**config.mk**
```make
export PLATFORM = sky130hd
export DESIGN_NAME = button_conditioner
export DESIGN_NICKNAME = d
export VERILOG_FILES = /design/src/rtl/vending_pkg.sv /design/src/rtl/debounce_cell.sv /design/src/rtl/button_conditioner.sv
export SDC_FILE = /design/constraint.sdc
export NUM_CORES = 1
export LEC_CHECK = 0
export ABC_AREA = 1
export CAP_MARGIN = 5
export CELL_PAD_IN_SITES_DETAIL_PLACEMENT = 2
export CELL_PAD_IN_SITES_GLOBAL_PLACEMENT = 2
export CORE_ASPECT_RATIO = 1.5
export CORE_MARGIN = 5
export CORE_UTILIZATION = 33
export CTS_CLUSTER_SIZE = 10
export DETAILED_ROUTE_END_ITERATION = 7
export GPL_TIMING_DRIVEN = 0
export PLACE_DENSITY_LB_ADDON = 0.15
export SYNTH_ARGS = -nofsm -noshare
export SYNTH_HDL_FRONTEND = slang
export SYNTH_HIERARCHICAL = 1
export SYNTH_SLANG_ARGS = --single-unit
```
**constraint.sdc**
```tcl
create_clock -name clk -period 1.1 [get_ports clk]
set_input_delay 0.275 -clock clk [delete_from_list [all_inputs] [get_ports clk]]
set_output_delay 0.275 -clock clk [all_outputs]
set_load 0.03 [all_outputs]
```
**src/rtl/vending_pkg.sv**
```systemverilog
// Shared vending-machine definitions: button channel indices and
// default debounce length for the input conditioning stage.
package vending_pkg;

  localparam int unsigned BTN_COIN1     = 32'd0;
  localparam int unsigned BTN_COIN2     = 32'd1;
  localparam int unsigned BTN_COIN5     = 32'd2;
  localparam int unsigned BTN_COIN10    = 32'd3;
  localparam int unsigned BTN_SEL1      = 32'd4;
  localparam int unsigned BTN_SEL2      = 32'd5;
  localparam int unsigned BTN_SEL5      = 32'd6;
  localparam int unsigned BTN_SEL10     = 32'd7;
  localparam int unsigned BTN_CONFIRM   = 32'd8;
  localparam int unsigned BTN_RST_TOTAL = 32'd9;

  localparam int unsigned N_BTN = 32'd10;

  // 20 ms at 50 MHz
  localparam int unsigned DEBOUNCE_CYCLES_DEFAULT = 32'd1000000;

  typedef logic [N_BTN-1:0] btn_vec_t;

endpackage

```
**src/rtl/debounce_cell.sv**
```systemverilog
// Single-bit two-flop synchroniser plus debounce counter; exposes the
// accepted (stable) level and a registered one-cycle rising-edge pulse.
module debounce_cell #(
  parameter int unsigned DEBOUNCE_CYCLES = 32'd4,
  parameter int unsigned CNT_W           = $clog2(DEBOUNCE_CYCLES)
) (
  input  logic clk,
  input  logic rst,
  input  logic i_raw,
  output logic o_level,
  output logic o_rise
);

  logic             r_sync1;
  logic             r_sync2;
  logic [CNT_W-1:0] r_cnt;
  logic             r_stable;
  logic             r_rise;
  logic             w_diff;
  logic             w_done;

  assign w_diff = r_sync2 ^ r_stable;
  // The count saturates here and is cleared in the same edge, so it never wraps.
  assign w_done = w_diff && (r_cnt == CNT_W'(DEBOUNCE_CYCLES - 32'd1));

  // Synchroniser, debounce counter, accepted level and rise pulse.
  always_ff @(posedge clk or negedge rst) begin
    if (!rst) begin
      r_sync1  <= 1'b0;
      r_sync2  <= 1'b0;
      r_cnt    <= '0;
      r_stable <= 1'b0;
      r_rise   <= 1'b0;
    end else begin
      r_sync1 <= i_raw;
      r_sync2 <= r_sync1;
      if (!w_diff) begin
        r_cnt <= '0;
      end else if (w_done) begin
        r_stable <= r_sync2;
        r_cnt    <= '0;
      end else begin
        r_cnt <= r_cnt + CNT_W'(1);
      end
      r_rise <= w_done && r_sync2;
    end
  end

  assign o_level = r_stable;
  assign o_rise  = r_rise;

endmodule

```
**src/rtl/button_conditioner.sv**
```systemverilog
// Debounces every raw button, emits one press pulse per accepted press and
// keeps a sticky event/overrun flag per button until the consumer acks it.
module button_conditioner #(
  parameter int unsigned N_BTN           = vending_pkg::N_BTN,
  parameter int unsigned DEBOUNCE_CYCLES = vending_pkg::DEBOUNCE_CYCLES_DEFAULT
) (
  input  logic             clk,
  input  logic             rst,
  input  logic [N_BTN-1:0] btn_raw,
  input  logic [N_BTN-1:0] ack,
  output logic [N_BTN-1:0] btn_level,
  output logic [N_BTN-1:0] btn_pulse,
  output logic [N_BTN-1:0] btn_event,
  output logic [N_BTN-1:0] overrun
);

  localparam int unsigned CNT_W = $clog2(DEBOUNCE_CYCLES);

  logic [N_BTN-1:0] w_level;
  logic [N_BTN-1:0] w_pulse;
  logic [N_BTN-1:0] w_event_nxt;
  logic [N_BTN-1:0] w_overrun_nxt;
  logic [N_BTN-1:0] r_event;
  logic [N_BTN-1:0] r_overrun;

  for (genvar g = 0; g < N_BTN; g++) begin : g_cell
    debounce_cell #(
      .DEBOUNCE_CYCLES (DEBOUNCE_CYCLES),
      .CNT_W           (CNT_W)
    ) u_cell (
      .clk     (clk),
      .rst     (rst),
      .i_raw   (btn_raw[g]),
      .o_level (w_level[g]),
      .o_rise  (w_pulse[g])
    );
  end

  // Event/overrun next state: a new press outranks a same-cycle ack so it is never lost.
  always_comb begin
    w_event_nxt   = r_event;
    w_overrun_nxt = r_overrun;
    for (int i = 0; i < N_BTN; i++) begin
      if (w_pulse[i]) begin
        w_event_nxt[i] = 1'b1;
        if (r_event[i] && !ack[i]) begin
          w_overrun_nxt[i] = 1'b1;
        end else begin
          w_overrun_nxt[i] = r_overrun[i];
        end
      end else if (ack[i]) begin
        w_event_nxt[i]   = 1'b0;
        w_overrun_nxt[i] = 1'b0;
      end else begin
        w_event_nxt[i]   = r_event[i];
        w_overrun_nxt[i] = r_overrun[i];
      end
    end
  end

  // Sticky flag registers.
  always_ff @(posedge clk or negedge rst) begin
    if (!rst) begin
      r_event   <= '0;
      r_overrun <= '0;
    end else begin
      r_event   <= w_event_nxt;
      r_overrun <= w_overrun_nxt;
    end
  end

  assign btn_level = w_level;
  assign btn_pulse = w_pulse;
  assign btn_event = r_event;
  assign overrun   = r_overrun;

endmodule

```
==> metrics.txt, run 1 <==
DP Wirelength=30200 µm; async set-or-reset flop fraction in the synthesized netlist=100%; clock buffer depth=3; H-tree depth=1; FMAX=0.584 GHz; Worst Setup End Kind=flip-flop; Least-Margin Pin Slew=0.625 ns; vias in the first global route=16.1k; max_slew headroom=58.3%; EDFF count, synth=0; Initial DRC Count=588; port buffer count=61; GRT Total Usage=23.1%; die area=0.0467 mm²; design area=0.0229 mm²; fin worst setup slack=-0.613 ns; Syn Area/Cell=7.94 µm²; Wirelength per Cell=27.2 µm; worst path required time=1.61 ns; Pwr Total=21.5 mW; Row Count=92; CTS Buf Count=31; first-pass GRT wire length=86800 µm; Pwr per Cell Area=941 mW/mm²; worst vdd ir=1.17 mV; share of layout cells above drive strength 1=57.1%; final period utilization=156%; Setup Viol. Count Final=261; Final ANT Viol Nets=0; die width=178 µm; Synth warnings=6; kind of critical path=flip-flop to flip-flop; core area=0.0420 mm²; Initial Util=33.3%; Max Fanout on Critical Path=4; Place WS=-0.676 ns; register area=0.00660 mm²; main flop type after synthesis=dfrtp_1; total congestion overflow=0; total wire length=75900 µm; failing checks=negative hold slack, negative setup slack; IO Count=62; startpoint types=flip-flop; TritonCTS clock tree=built; most common cell after layout, fill and taps aside=buf_4; Post-Syn Area=0.0140 mm²; MaxCap Viol Count=0; Worst Path Arrival=2.22 ns; HP Class=input port to asynchronous set/reset pin; Ant. Diodes=0; RSZ-0062 raised after global routing=yes; CTS sink cnt=260; Clock Latency Late Sink=0.61 ns; max-slew violations=0; Layout Area Growth over Synthesis=63.5%; post-synthesis sequential area ratio=46.6%; initial antenna violation count=0; syn nets=1792; Seq cells post-synth=260; Min Hold Slack=-0.410 ns; Final Critical Period=1.71 ns; DRC=0; clock slew at reported path FFs=0.08 ns; die height=262 µm; TritonRoute pass-1 iters=5; Max Clock Skew=0.0236 ns; Synth Instances=1760; Final Hold Fails=62; multi-input logic area=0.00954 mm²; CTS Root Cell=clkbuf_16; status=complete, but fails checks; Leak=10.2 nW; routed vias/inst=5.31; DP Area=0.0155 mm²; Filler Cells Inserted=4272; GPL Wtd Cong=0.773; nets=2242; largest net degree at the start of global routing=93; vias=14.8k; commonest non-fill, non-tap cells in the layout=260 x buf_4, 248 x nand2_1, 184 x dfrtp_1; Yosys cell types=23
==> power by group <==
| part | switching, mW | leakage, nW | internal [mW] |
|---|---|---|---|
| clock network | 4.59 | 0.432 | 5.42 |
| registers | 0.166 | 3.44 | 9.69 |
| logic | 0.960 | 6.38 | 0.671 |
==> what timing repair did <==
item	4_1_cts	5_1_grt
setup buffers	233	120
setup endpoints to repair	316	267
cloned	10	3
pin swaps	178	186
gates resized for setup	766	471
hold endpoints to repair	62	62
==> final cells by class <==
class	instances	share of cell area, %
Clock inverter	1	0.0219
Timing Repair Buffer	419	17.5
Sequential cell	260	28.9
Clock buffer	50	3.88
Multi-Input combinational cell	1270	41.8
Buffer	18	1.08
Tap cell	564	3.09
Inverter	210	3.78
==> worst max-delay path: stages (launching register included) <==
cell	delay [ns]
dfrtp_1	0.49
nand2_2	0.11
nor2_4	0.23
buf_6	0.15
nand3_4	0.12
o21ai_2	0.18
nand2_1	0.12
nor2_1	0.22
==> state kept, by name, summed over array words and instances (netlist names) <==
signal                 cells
btn_event                 10
g_cell.u_cell/r_cnt      200
overrun                   10
g_cell.u_cell/o_level     10
g_cell.u_cell/r_sync1     10
g_cell.u_cell/r_sync2     10
g_cell.u_cell/o_rise      10
==> Yosys cell counts, types with 20 or more instances <==
| master | instances | area share [%] |
|---|---|---|
| a21oi_1 | 30 | 1.1 |
| dfrtp_1 | 260 | 47 |
| inv_1 | 200 | 5.4 |
| nand2_1 | 390 | 10 |
| nand2_2 | 20 | 0.90 |
| nand3_1 | 190 | 6.8 |
| nand4_1 | 50 | 2.2 |
| nor2_1 | 300 | 8.1 |
| nor2_2 | 40 | 1.8 |
| nor2_4 | 40 | 3.2 |
| nor3_1 | 40 | 1.4 |
| xor2_1 | 90 | 5.6 |
==> path summary, 6_finish.rpt <==
path                                                     start                                   end  slack, ns  cells after the start
setup reg to reg           g_cell[8].u_cell/r_cnt[2]$_DFF_PN0_  g_cell[8].u_cell/r_cnt[15]$_DFF_PN0_      -0.61                      7
max in group asynchronous                                  rst  g_cell[5].u_cell/r_cnt[10]$_DFF_PN0_       0.17                      3
setup / recovery           g_cell[8].u_cell/r_cnt[2]$_DFF_PN0_  g_cell[8].u_cell/r_cnt[15]$_DFF_PN0_      -0.61                      7
min in group clk                                    btn_raw[3]    g_cell[3].u_cell/r_sync1$_DFF_PN0_       0.12                      1
hold reg to reg             g_cell[6].u_cell/r_sync1$_DFF_PN0_    g_cell[6].u_cell/r_sync2$_DFF_PN0_       0.35                      0
hold / removal                                             rst  g_cell[0].u_cell/r_cnt[13]$_DFF_PN0_      -0.41                      1
==> cell families after synthesis <==
group	after synthesis	share of synthesized area [%]
and+or+nand+nor	1100	36.9
buffers and inverters	230	6.98
adders and majority gates	10	0.895
xor gates and xnor gates	100	6.27
DFF	260	46.6
AOI/OAI and AO/OA	60	2.42
==> metrics by stage <==
| stage | setup TNS (ns) | utilization [%] | std cells | hold WS, ns |
|---|---|---|---|---|
| after floorplan | -14.06 | - | 1760 | -0.0206 |
| after global placement | -3295.67 | 36.8 | 2385 | 0.332 |
| after detailed placement | -131.23 | 36.9 | 2387 | 0.255 |
| after CTS | -57.20 | 48.1 | 2679 | -0.358 |
| after global routing | -101.95 | 54.4 | 2792 | -0.347 |
| final | -89.83 | 54.4 | 2792 | -0.410 |
==> metal layers <==
metal	global-route usage [%]	up-vias	wire [µm]
met3	2.62	301	2220
li1	-	6442	-
met5	0	-	0
met4	6.41	0	5350
met2	48.5	416	43100
met1	23.2	7655	25200
(Power assumes the default switching activity.)
==> run 2, diff against run 1 <==
- CAP_MARGIN: 5 -> default
- CTS_BUF_LIST: default -> sky130_fd_sc_hd__clkbuf_16
==> run 2 against run 1 <==
Against the previous run:
- the run still ends with negative hold slack, negative setup slack left
- total power is 0.93% lower
- clock power hardly changed
- cell count is 1.9% higher
- sequential power hardly changed
- sequential share of layout area is 0.88 points lower
- utilization is 1.8 points higher
- critical path type unchanged
- largest cell class unchanged
==> metrics.txt, run 2 (synthesis gave the netlist of run 1 again) <==
status=complete, but fails checks; failing checks=negative hold slack, negative setup slack; worst vdd ir=1.32 mV (+12%); Initial DRC Count=667 (+13%); Row Count=92 (unchanged); Max Clock Skew=0.0220 ns (-0.00155 ns); DP Wirelength=30200 µm (unchanged); CTS Buf Count=31 (unchanged); kind of critical path=flip-flop to flip-flop; max-slew violations=0 (unchanged); TNS Setup=-96.57 ns (-6.74 ns); HP Class=input port to asynchronous set/reset pin; Min Hold Slack=-0.367 ns (+0.0428 ns); R2R cell count=10 (+3); clock slew at reported path FFs=0.07 ns (about the same); initial antenna violation count=0 (unchanged); Final Hold Fails=62 (unchanged); most common cell after layout, fill and taps aside=buf_4; Worst Setup End Kind=flip-flop; CTS sink cnt=260 (unchanged); commonest non-fill, non-tap cells in the layout=312 x buf_4, 227 x nand2_1, 173 x dfrtp_1; vias in the first global route=16.2k (+0.96%); GRT Total Usage=24.1% (+0.99 points); TritonCTS clock tree=built; capture point of the worst reg-to-reg path=g_cell[2].u_cell/r_cnt[14]$_DFF_PN0_; GPL Wtd Cong=0.773 (unchanged); crit-path cells=inv_1, nand2_1, nor2_2, nand2_2, nor2_2, nand2_2, buf_12, buf_12, nand3_4, nor2_2; r2r setup slk=-0.64 ns (-0.02 ns); worst path required time=1.54 ns (-0.07 ns); Wirelength per Cell=28.8 µm (+5.8%); Final Critical Period=1.74 ns (+0.0227 ns); CP most frequent cell=nor2_2; routed vias/inst=5.39 (+1.5%); max_slew headroom=61.4% (+3.1 points); Setup Viol. Count Final=261 (unchanged); R2R Path Start=g_cell[2].u_cell/r_cnt[15]$_DFF_PN0_; Final ANT Viol Nets=0 (unchanged); RSZ-0062 raised after global routing=yes; vias=15.3k (+3.5%); max incr delay on CP=0.42 ns (-0.07 ns); Leak=10.6 nW (+3.0%); total wire length=81900 µm (+7.9%); max reg flops=200 (unchanged); share of layout cells above drive strength 1=60.6% (+3.5 points); clock buffer depth=3 (unchanged); Clock Latency Late Sink=0.60 ns (about the same); die width=178 µm (unchanged); Worst Path Arrival=2.18 ns (-0.04 ns); final period utilization=158% (+2.1 points); Pwr per Cell Area=902 mW/mm² (-4.1%); Layout Area Growth over Synthesis=69.0%; Least-Margin Pin Slew=0.579 ns (-0.0464 ns); MaxCap Viol Count=0 (unchanged); register name with the most flops=g_cell.u_cell/r_cnt; DRC=0 (unchanged); first-pass GRT wire length=89900 µm (+3.5%); nets=2296 (+2.4%); IO Count=62 (unchanged); Ant. Diodes=0 (unchanged); CTS Root Cell=clkbuf_16; startpoint types=flip-flop; Initial Util=33.3% (unchanged); TritonRoute pass-1 iters=4 (-1); port buffer count=61 (unchanged); core area=0.0420 mm² (unchanged); FMAX=0.576 GHz (-1.3%); Crit-path slowest cell=dfrtp_1; largest net degree at the start of global routing=93 (unchanged); total congestion overflow=0 (unchanged); Max Fanout on Critical Path=5 (+1); fin worst setup slack=-0.635 ns (-0.0227 ns); die area=0.0467 mm² (unchanged); Pwr Total=21.3 mW (-0.93%); die height=262 µm (unchanged); H-tree depth=1 (unchanged)
==> run 2: cell count changes in the layout (fill, tap and decap cells not counted), moves of 6 or more <==
cell | previous run | this run
nand2_1 | 248 | 227
xor2_1 | 66 | 57
nand2_2 | 102 | 125
buf_4 | 260 | 312
nor2_4 | 129 | 138
dfrtp_1 | 184 | 173
inv_1 | 106 | 120
nand3_4 | 48 | 55
xor2_2 | 23 | 32
nor3_1 | 16 | 10
buf_12 | 9 | 15
dfrtp_2 | 76 | 87
clkbuf_1 | 15 | 0
nor2_1 | 138 | 131
==> run 2: metrics by stage <==
stage          setup slack (ns)  util [%]  cell area (µm²)  instances  hold WS (ns)
2_1_floorplan            -0.151         -            14100       1760       -0.0206
3_3_place_gp             -13.56      36.8            15500       2385         0.332
3_5_place_dp             -0.676      36.9            15500       2387         0.255
4_1_cts                  -0.355      48.1            20200       2683        -0.358
5_1_grt                  -0.672      56.2            23600       2846        -0.344
6_report                 -0.635      56.2            23600       2846        -0.367
==> run 2: layout make-up <==
class / count / area (µm²)
flip-flops and latches: 260 / 6620
fillers: 4188 / 18400
plain buffers: 17 / 250
inverters: 210 / 868
multi-input cells: 1270 / 9870
clock inverters: 20 / 76.3
repair buffers: 474 / 4460
well taps: 564 / 706
clock buffers: 31 / 776
==> run 2: how the worst max path moves through the flow <==
stage,start,endpoint,slack [ns],depth (start not counted)
2_1_floorplan,g_cell[0].u_cell/o_level$_DFFE_PN0P_,g_cell[0].u_cell/o_level$_DFFE_PN0P_,-0.15,9
3_5_place_dp,rst,g_cell[1].u_cell/o_level$_DFFE_PN0P_,-0.68,3
6_report,g_cell[2].u_cell/r_cnt[15]$_DFF_PN0_,g_cell[2].u_cell/r_cnt[14]$_DFF_PN0_,-0.64,10
5_1_grt,g_cell[3].u_cell/r_cnt[19]$_DFF_PN0_,g_cell[3].u_cell/r_cnt[3]$_DFF_PN0_,-0.67,9
4_1_cts,g_cell[3].u_cell/o_level$_DFFE_PN0P_,btn_level[3],-0.35,1
3_3_place_gp,rst,g_cell[1].u_cell/o_level$_DFFE_PN0P_,-13.56,1
==> run 2: repair_timing <==
action,in CTS,in global routing
endpoints found under the setup margin,322,260
cloned,11,4
gates resized for setup,771,555
buffers inserted,236,172
pin swaps,170,235
hold endpoints to repair,62,62
==> run 2: power by group <==
part | switching (mW) | internal (mW)
sequential | 0.183 | 9.69
clock | 4.71 | 5.00
combinational | 1.02 | 0.700
total | 5.91 | 15.4
==> run 2: metal layers <==
metal / vias to the layer above / GRT usage (%) / part of all wire, %
li1: 6535 / - / -
met1: 7959 / 23.8 / 33
met2: 520 / 50.5 / 57
met3: 318 / 2.79 / 3.0
met4: 0 / 7.61 / 6.7
met5: - / 0 / 0
==> run 2: critical path, delay by kind of cell (launching register included) <==
kind / cells / cell delay, ns
AND/OR/NAND/NOR: 7 / 0.80
flip-flops: 1 / 0.42
buffers and inverters: 3 / 0.37
==> run 3, diff against run 2 <==
- CTS_CLUSTER_DIAMETER: default -> 120
==> run 3 against run 2 <==
Against the previous run:
- the run still ends with negative hold slack, negative setup slack left
- total power shrank 3.1%
- clock skew grew 0.0075 ns
- clock power shrank 6.2%
- first-iteration DRC count shrank 8.8%
- hold slack lost 0.011 ns
- die area is the same
- final area shrank 4.8%
- register-to-register slack gained 0.13 ns
- utilization shrank 2.7 points
- largest cell class unchanged
==> metrics.txt, run 3 (synthesis gave the netlist of run 1 again) <==
status=complete, but fails checks; failing checks=negative hold slack, negative setup slack; Final ANT Viol Nets=0 (unchanged); startpoint types=flip-flop; max incr delay on CP=0.48 ns (+0.06 ns); kind of critical path=flip-flop to flip-flop; clock buffer depth=3 (unchanged); internal power=15.0 mW (-2.3%); Worst Setup SP=g_cell[3].u_cell/r_cnt[9]$_DFF_PN0_; Max Fanout on Critical Path=5 (unchanged); max_slew headroom=61.2% (-0.19 points); Worst Path Arrival=2.09 ns (-0.09 ns); Logic pwr share=8.0% (about the same); sw frac=27.1% (-0.63 points); initial antenna violation count=1 (+1); routed vias/inst=5.24 (-2.8%); TNS Setup=-86.09 ns (+10.48 ns); vias in the first global route=15.7k (-3.4%); Clock Latency Late Sink=0.61 ns (about the same); FMAX=0.623 GHz (+8.1%); Layout Area Growth over Synthesis=60.9%; Filler Cells Inserted=4274 (+2.1%); most common cell after layout, fill and taps aside=buf_4; die area=0.0467 mm² (unchanged); Worst Setup End Kind=flip-flop; Ant. Diodes=0 (unchanged); Initial Util=33.3% (unchanged); Wirelength per Cell=25.7 µm (-11%); Final Hold Fails=62 (unchanged); die width=178 µm (unchanged); Leak=10.0 nW (-5.1%); worst vdd ir=0.960 mV (-27%); core area=0.0420 mm² (unchanged); worst path required time=1.58 ns (+0.04 ns); fin worst setup slack=-0.505 ns (+0.130 ns); GPL Wtd Cong=0.773 (unchanged); TritonCTS clock tree=built; Reg power frac=47.8% (+1.4 points); RSZ-0062 raised after global routing=yes; DRC=0 (unchanged); clock slew at reported path FFs=0.08 ns (about the same); GRT Total Usage=22.2% (-1.9 points); crit-path cells=inv_1, nor2_2, nand2_1, nor2_2, nand2_4, buf_16, nand4_1, inv_1; CTS sink cnt=260 (unchanged); total congestion overflow=0 (unchanged); share of layout cells above drive strength 1=56.1% (-4.5 points); die height=262 µm (unchanged); max reg flops=200 (unchanged); DP Wirelength=30200 µm (unchanged); NetSw=5.59 mW (-5.3%); register name with the most flops=g_cell.u_cell/r_cnt; nets=2219 (-3.4%); IO Count=62 (unchanged); R2R Path Start=g_cell[3].u_cell/r_cnt[9]$_DFF_PN0_; Max Clock Skew=0.0296 ns (+0.00754 ns); Min Hold Slack=-0.378 ns (-0.0114 ns); MaxCap Viol Count=0 (unchanged); commonest non-fill, non-tap cells in the layout=248 x buf_4, 247 x nand2_1, 185 x dfrtp_1; HP Class=input port to asynchronous set/reset pin; Final Critical Period=1.61 ns (-0.130 ns); H-tree depth=1 (unchanged); port buffer count=61 (unchanged); max-slew violations=0 (unchanged); first-pass GRT wire length=83400 µm (-7.1%); largest net degree at the start of global routing=93 (unchanged); CTS Root Cell=clkbuf_16; crit path buf inv count=3 (unchanged); total wire length=70900 µm (-13%); vias=14.5k (-5.8%); Initial DRC Count=608 (-8.8%); Least-Margin Pin Slew=0.582 ns (+0.00290 ns); CTS Buf Count=29 (-6.5%); Clock power frac=44.2% (-1.4 points); Setup Viol. Count Final=260 (-0.38%); multi-input logic area=0.00953 mm² (-3.4%); Pwr per Cell Area=917 mW/mm² (+1.7%); register area=0.00660 mm² (-0.23%); Crit-path slowest cell=dfrtp_1; TritonRoute pass-1 iters=5 (+1); Row Count=92 (unchanged); final period utilization=146% (-12 points); Place WS=-0.676 ns (unchanged); kind of cell adding the most delay to the critical path=simple AND/OR/NAND/NOR gates
run 3: cell types whose count changed in the layout (fill, tap and decap cells not counted), moves of 7 or more:
cell     before  now
nor2_2      111  101
dfrtp_2      87   75
dfrtp_1     173  185
nor2_1      131  148
nand3_4      55   44
buf_4       312  248
nand2_2     125  109
buf_12       15    8
nand2_1     227  247
nor2_4      138  131
nand3_2      86   93
run 3: worst paths after layout:
kind	slack, ns	cells past startpoint	to
max	-0.51	8	g_cell[3].u_cell/r_cnt[3]$_DFF_PN0_
min	-0.38	1	g_cell[0].u_cell/r_cnt[13]$_DFF_PN0_
max reg2reg	-0.51	8	g_cell[3].u_cell/r_cnt[3]$_DFF_PN0_
min reg2reg	0.36	0	g_cell[6].u_cell/r_sync2$_DFF_PN0_
max in group asynchronous	0.20	3	g_cell[5].u_cell/r_cnt[11]$_DFF_PN0_
min in group clk	0.13	1	g_cell[8].u_cell/r_sync1$_DFF_PN0_
run 3: stage by stage:
stage          area, µm²  utilization [%]  hold slack [ns]  power [mW]  instances
2_1_floorplan      14100                -          -0.0206        10.3       1760
3_3_place_gp       15500             36.8            0.332        10.8       2385
3_5_place_dp       15500             36.9            0.255        10.9       2387
4_1_cts            19900             47.4           -0.354        20.1       2649
5_1_grt            22500             53.5           -0.338        21.3       2760
6_report           22500             53.5           -0.378        20.6       2760
run 3: per-layer routing:
layer / up-vias / part of all wire, % / track usage [%]
met2: 325 / 58 / 46.2
met3: 220 / 2.5 / 2.48
met4: 2 / 5.1 / 6.86
li1: 6361 / - / -
met5: - / 0.018 / 0
met1: 7542 / 35 / 22.4
run 3: power by group through the flow:
stage,logic [mW],registers (mW),clock network [mW]
6_report,1.65,9.87,9.11
5_1_grt,1.76,9.87,9.64
4_1_cts,1.26,9.83,9.04
3_5_place_dp,0.889,9.96,0
3_3_place_gp,0.811,9.97,0
2_1_floorplan,0.413,9.94,0
run 3: worst reg2reg max path: cells and delay by family, from the launching register on:
| kind | cells | cell delay, ns |
|---|---|---|
| buffers and inverters | 3 | 0.40 |
| DFF | 1 | 0.48 |
| and+or+nand+nor | 5 | 0.61 |
run 3: timing repair:
| item | in CTS | in global routing |
|---|---|---|
| endpoints found under the hold margin | 62 | 62 |
| pin swaps | 183 | 200 |
| endpoints found under the setup margin | 306 | 260 |
| buffers inserted | 212 | 118 |
| resized for setup | 749 | 473 |
| gates cloned | 11 | 1 |
run 3: final cells by class:
cell class / instances / area share, %
multi-input cells: 1270 / 42.4
flip-flops and latches: 260 / 29.3
repair buffers: 399 / 16.8
inverters: 210 / 3.85
clock buffers: 29 / 3.23
well taps: 564 / 3.14
plain buffers: 17 / 1.08
clock inverters: 11 / 0.206
